===== config.mk =====
export PLATFORM = sky130hd
export DESIGN_NAME = rv32i_uart_tx
export DESIGN_NICKNAME = d
export VERILOG_FILES = /design/src/rtl/rv32i_uart_tx.sv
export SDC_FILE = /design/constraint.sdc
export NUM_CORES = 1
export LEC_CHECK = 0
export CAP_MARGIN = 20
export CORE_MARGIN = 3
export CORE_UTILIZATION = 25
export CTS_CLUSTER_DIAMETER = 80
export DETAILED_ROUTE_END_ITERATION = 8
export PLACE_DENSITY = 0.53
export REMOVE_ABC_BUFFERS = 1
export SYNTH_ARGS = -nofsm -noshare
export SYNTH_HDL_FRONTEND = slang
export SYNTH_SLANG_ARGS = --single-unit

===== constraint.sdc =====
create_clock -name clk -period 3.4 [get_ports clk]
set_input_delay 0.85 -clock clk [delete_from_list [all_inputs] [get_ports clk]]
set_output_delay 0.85 -clock clk [all_outputs]
set_load 0.03 [all_outputs]

===== src/rtl/rv32i_uart_tx.sv =====
// Memory-mapped 8N1 UART transmitter with a small transmit FIFO.
// Ports: clk, reset (async, active-low); io_we/io_addr/io_wdata from the
// memory stage; io_rdata registered STATUS read data; tx serial line.
module rv32i_uart_tx #(
  parameter int          CLKS_PER_BIT = 87,
  parameter int          FIFO_DEPTH   = 8,
  parameter logic [31:0] BASE_ADDR    = 32'h0000_8010
) (
  input  logic        clk,
  input  logic        reset,
  input  logic        io_we,
  input  logic [29:0] io_addr,
  input  logic [31:0] io_wdata,
  output logic [31:0] io_rdata,
  output logic        tx
);

  localparam int AW = $clog2(FIFO_DEPTH);
  localparam int CW =
    (CLKS_PER_BIT > 1) ? $clog2(CLKS_PER_BIT) : 1;

  localparam logic [29:0] DATA_A = BASE_ADDR[31:2];
  localparam logic [29:0] STAT_A = BASE_ADDR[31:2] + 30'd1;
  localparam logic [CW-1:0] CNT_MAX = CW'(CLKS_PER_BIT - 1);
  localparam logic [AW:0] DEPTH = (AW + 1)'(FIFO_DEPTH);

  typedef enum logic [1:0] {
    S_IDLE,
    S_START,
    S_DATA,
    S_STOP
  } state_t;

  state_t        state;
  logic [CW-1:0] cnt;
  logic [2:0]    bit_idx;
  logic [7:0]    shift;

  logic [7:0]    mem [FIFO_DEPTH];
  logic [AW-1:0] wptr;
  logic [AW-1:0] rptr;
  logic [AW:0]   count;
  logic          ovf;

  logic        hit_data;
  logic        hit_stat;
  logic        full;
  logic        empty;
  logic        bit_end;
  logic        pop;
  logic        push_req;
  logic        push;
  logic        ovf_set;
  logic        ovf_clr;
  logic        busy;
  logic [31:0] status;
  logic        unused;

  assign unused = ^io_wdata[31:8];

  assign hit_data = (io_addr == DATA_A);
  assign hit_stat = (io_addr == STAT_A);

  assign full    = (count == DEPTH);
  assign empty   = (count == '0);
  assign bit_end = (cnt == CNT_MAX);
  assign busy    = (state != S_IDLE);

  // The FSM takes the head either from IDLE or at the end of a stop
  // bit, which is what makes back-to-back frames gapless.
  assign pop = !empty &&
    ((state == S_IDLE) ||
     ((state == S_STOP) && bit_end));

  assign push_req = io_we && hit_data;
  // A pop in the same cycle frees the slot, so a full FIFO still
  // accepts the push.
  assign push     = push_req && (!full || pop);
  assign ovf_set  = push_req && full && !pop;
  assign ovf_clr  = io_we && hit_stat && io_wdata[3];

  assign status = {
    23'd0,
    5'(count),
    ovf,
    empty,
    full,
    busy
  };

  always_ff @(posedge clk) begin
    if (push) begin
      mem[wptr] <= io_wdata[7:0];
    end
  end

  always_ff @(posedge clk or negedge reset) begin
    if (!reset) begin
      wptr  <= '0;
      rptr  <= '0;
      count <= '0;
      ovf   <= 1'b0;
    end else begin
      if (push) begin
        wptr <= wptr + 1'b1;
      end
      if (pop) begin
        rptr <= rptr + 1'b1;
      end
      unique case ({push, pop})
        2'b10:   count <= count + 1'b1;
        2'b01:   count <= count - 1'b1;
        default: count <= count;
      endcase
      if (ovf_set) begin
        ovf <= 1'b1;
      end else if (ovf_clr) begin
        ovf <= 1'b0;
      end
    end
  end

  always_ff @(posedge clk or negedge reset) begin
    if (!reset) begin
      io_rdata <= '0;
    end else begin
      unique case (1'b1)
        hit_stat: io_rdata <= status;
        default:  io_rdata <= '0;
      endcase
    end
  end

  always_ff @(posedge clk or negedge reset) begin
    if (!reset) begin
      state   <= S_IDLE;
      cnt     <= '0;
      bit_idx <= '0;
      shift   <= '0;
      tx      <= 1'b1;
    end else begin
      unique case (state)
        S_IDLE: begin
          cnt <= '0;
          if (pop) begin
            shift   <= mem[rptr];
            bit_idx <= '0;
            tx      <= 1'b0;
            state   <= S_START;
          end
        end
        S_START: begin
          if (bit_end) begin
            cnt   <= '0;
            tx    <= shift[0];
            state <= S_DATA;
          end else begin
            cnt <= cnt + 1'b1;
          end
        end
        S_DATA: begin
          if (bit_end) begin
            cnt <= '0;
            if (bit_idx == 3'd7) begin
              tx    <= 1'b1;
              state <= S_STOP;
            end else begin
              shift   <= shift >> 1;
              tx      <= shift[1];
              bit_idx <= bit_idx + 1'b1;
            end
          end else begin
            cnt <= cnt + 1'b1;
          end
        end
        S_STOP: begin
          if (bit_end) begin
            cnt <= '0;
            if (pop) begin
              shift   <= mem[rptr];
              bit_idx <= '0;
              tx      <= 1'b0;
              state   <= S_START;
            end else begin
              state <= S_IDLE;
            end
          end else begin
            cnt <= cnt + 1'b1;
          end
        end
        default: begin
          state <= S_IDLE;
          tx    <= 1'b1;
        end
      endcase
    end
  end

endmodule

==> reports/metrics.csv <==
stage,metric,value,unit
routing,# DRC,0,
power_and_ir_drop,Clock Power Share,0.341,
floorplanning,core area,18900,um2
synthesis,sequential area share after synthesis,0.600,
critical_path,Crit path max-delay family,simple AND/OR/NAND/NOR gates,
layout,multi-input logic area,1790,um2
power_and_ir_drop,P_int,2.15,mW
floorplanning,Rows,50,
synthesis,Area contributors post-synth,"edfxtp_1 39%, dfrtp_1 20%, mux4_2 7.4%, buf_4 3.9%, ha_1 3.6%",
global_route,GR Util All Layers,0.0872,
sta,max frequency,0.310,GHz
sta,final period utilization,0.948,
critical_path,Critical path buffers and inverters,2,
power_and_ir_drop,switching power,0.787,mW
synthesis,post-synthesis cell area,4870,um2
sta,Worst-Margin Slew,907,ps
routing,via density per instance,4.24,
sta,RSZ-0062 raised after global routing,no,
routing,DRT Pass-1 Iters,4,
routing,routed wire length on met2,5010,um
synthesis,library cells used by synthesis,56,
layout,layout cells sized above 1,0.221,
routing,M1 WL,3790,um
critical_path,Crit Path Max Fanout,5,
cts,Root Driver,clkbuf_16,
layout,Final Instance Area,6000,um2
sta,post-route setup TNS,0,ps
critical_path,Critical R2R Capture,count[3],
synthesis,Synth top area share,0.395,
critical_path,Crit path arrival time,3440,ps
cts,Worst-Skew Late Latency,340,ps
critical_path,required time of the critical path,3620,ps
layout,sequential cell area,2920,um2
critical_path,Worst Setup End Kind,flop,
synthesis,ys flop type,edfxtp_1,
critical_path,CP startpoint kind,input port,
synthesis,Post-synth EDFFs,64,
critical_path,critical register-to-register path startpoint,state[0],
power_and_ir_drop,Peak supply drop,0.351,mV
floorplanning,DIE HEIGHT,146,um
routing,vias post-DR,2794,
power_and_ir_drop,Leakage Power,2.21,nW
floorplanning,Die Area,21200,um2
synthesis,Post-synth ARST share,0.385,
routing,top sig layer,met4,
placement,# port buffers,49,
cts,CTS tree,yes,
critical_path,R2R depth,13,
power_and_ir_drop,part of the power in registers,0.490,
critical_path,CP cell instances,"clkdlybuf4s50_1, nor4_4, nand4_1, or2_1, nand2_1, inv_1, ha_1, nand3_1, nand2_1, nor4b_2, a211oi_1, or3_1",
cts,Worst-path clk slew,70,ps
layout,# fillers,1887,
critical_path,Slowest cell on crit path,clkdlybuf4s50_1,
routing,Total Wirelength,9190,um
placement,RePlAce Congestion,0.719,
global_route,GR Overflow Total,0,
power_and_ir_drop,Switching Share,0.268,
floorplanning,IO Pins,98,
sta,Final Hold Vio Count,0,
sta,Slew headroom,0.395,
floorplanning,Starting Density,0.258,
placement,placed inst area,5670,um2
run,Max Cap Viol,0,
global_route,first-pass GRT wire length,14700,um
layout,synthesis-to-finish area growth,23.2,%
synthesis,synthesized area per cell,14.9,um2
hold_path,Worst Hold Class,reg -> reg,
layout,Antenna diodes,0,
cts,clk sink count,104,
cts,hold buffers post-CTS,0,
cts,H-tree level count,3,
run_status,status,"finished, final reports clean",
synthesis,"area leader, netlist",edfxtp_1,
global_route,number of global-route vias before repair,2841,
layout,Nets,474,
power_and_ir_drop,Tot Pwr,2.94,mW
sta,fin worst setup slack,178,ps
synthesis,synthesis-stage register bit count,104,
power_and_ir_drop,fraction of power consumed by combinational cells,0.169,
routing,post-route ant nets,0,
synthesis,Mapped Cells,326,
hold_path,min-delay src,ovf,
hold_path,hold depth,1,
sta,Final Max Tran Viols,0,
synthesis,most common library cells after synthesis,"64 x edfxtp_1, 39 x dfrtp_1, 25 x buf_4",
critical_path,"most used cell, CP",nand2_1,
hold_path,hold endpoint,io_rdata[3],
critical_path,Reg2Reg Setup Slack,410,ps
routing,Initial DRC Count,148,
floorplanning,die width,146,um
routing,wire per inst,13.9,um
critical_path,WS Path Type,in -> reg,
sta,fin crit period,3220,ps
placement,dpl ws,-240,ps
cts,clk buf depth,2,
placement,hpwl dp,6460,um
routing,met3 routed WL,278,um
power_and_ir_drop,power per cell area,489,nW/um2
global_route,antenna violations before repair,0,
sta,final hold slack,482,ps
sta,Final setup violation count,0,
cts,TritonCTS buffer count,9,
synthesis,"count leader, synth",edfxtp_1,
sta,Final Skew,5.99,ps
synthesis,synth warn,0,
global_route,pin count of the biggest net entering global routing,41,
critical_path,CP max stage delay,440,ps
-- repair_timing --
item / in CTS / in global routing
resized for setup: 0 / 4
buffers inserted: 0 / 1
endpoints found under the setup margin: 0 / 1
-- placed cells by master (no fill, tap or decap), types with 2 or more instances in the layout --
master,Yosys,routed
clkdlybuf4s50_1,0,48
nor3b_2,2,2
inv_1,10,10
edfxtp_1,64,64
xor2_1,4,4
buf_4,25,20
a21oi_1,3,3
xnor2_1,7,7
dfrtp_1,39,39
o21ai_0,10,10
conb_1,1,24
nor4_1,5,5
mux2_2,12,12
nor4_2,6,5
and2_1,4,4
nor4b_2,3,4
ha_1,14,14
nor3_1,14,14
inv_8,0,3
nor2_1,7,7
mux4_2,16,16
clkinv_4,0,2
nand2_1,21,21
clkbuf_16,0,9
nand3_1,7,7
nor2b_1,2,2
mux2i_1,11,11
-- worst register-to-register path, delay by kind of cell (launching register included) --
kind	cells	cell delay [ps]
AND/OR/NAND/NOR	5	990
buffers and inverters	3	390
flip-flops	1	420
adder cells (fa/ha/maj)	2	670
AO/OA/AOI/OAI	3	390
-- power by group through the flow --
stage / Sequential [mW] / Clock [mW] / Combinational, mW
floorplan: 1.48 / 0 / 0.306
global placement: 1.47 / 0 / 0.492
detailed placement: 1.47 / 0 / 0.504
CTS: 1.44 / 1.03 / 0.507
global route: 1.45 / 1.09 / 0.548
finish: 1.44 / 1.00 / 0.496
-- through the flow --
step                 util  instances
finish              0.318        659
global route        0.318        659
CTS                 0.316        658
detailed placement  0.300        642
global placement    0.300        642
floorplan               -        314
-- how the worst max path moves through the flow --
| stage | start | endpoint | slack [ps] | cells past startpoint |
|---|---|---|---|---|
| global placement | io_addr[10] | count[3] | -170 | 12 |
| finish | io_addr[14] | count[3] | 180 | 12 |
| floorplan | io_addr[22] | count[3] | 220 | 11 |
| global route | io_addr[14] | count[3] | 6 | 12 |
| CTS | io_addr[14] | count[3] | 100 | 12 |
| detailed placement | io_addr[14] | count[3] | -240 | 12 |
-- per-layer routing --
| metal | vias to the layer above | track usage |
|---|---|---|
| met5 | - | 0 |
| met4 | 0 | 0.0323 |
| met3 | 8 | 0.0162 |
| met2 | 48 | 0.162 |
| met1 | 1428 | 0.0999 |
| li1 | 1310 | - |
-- registers in the layout, indices dropped and copies added (netlist names) --
name / count
bit_idx: 3
ovf: 1
shift: 8
tx: 1
io_rdata: 8
mem: 64
wptr: 3
cnt: 7
count: 4
rptr: 3
state: 2
-- final cells by class --
cell class | instances | share of cell area
Timing Repair Buffer | 69 | 0.106
Clock inverter | 6 | 0.0100
Multi-Input combinational cell | 200 | 0.298
Sequential cell | 104 | 0.487
Inverter | 10 | 0.00626
Tap cell | 260 | 0.0542
Clock buffer | 10 | 0.0382
-- cell families after synthesis --
family | count (synthesis) | synth area share
xor gates and xnor gates | 11 | 0.0198
DFF | 104 | 0.600
buffers and inverters | 45 | 0.0563
other | 1 | 0.000770
and+or+nand+nor | 86 | 0.116
AOI/OAI and AO/OA | 23 | 0.0352
adders and majority gates | 15 | 0.0401
muxes | 41 | 0.132
Power figures use the tool's default switching activity.
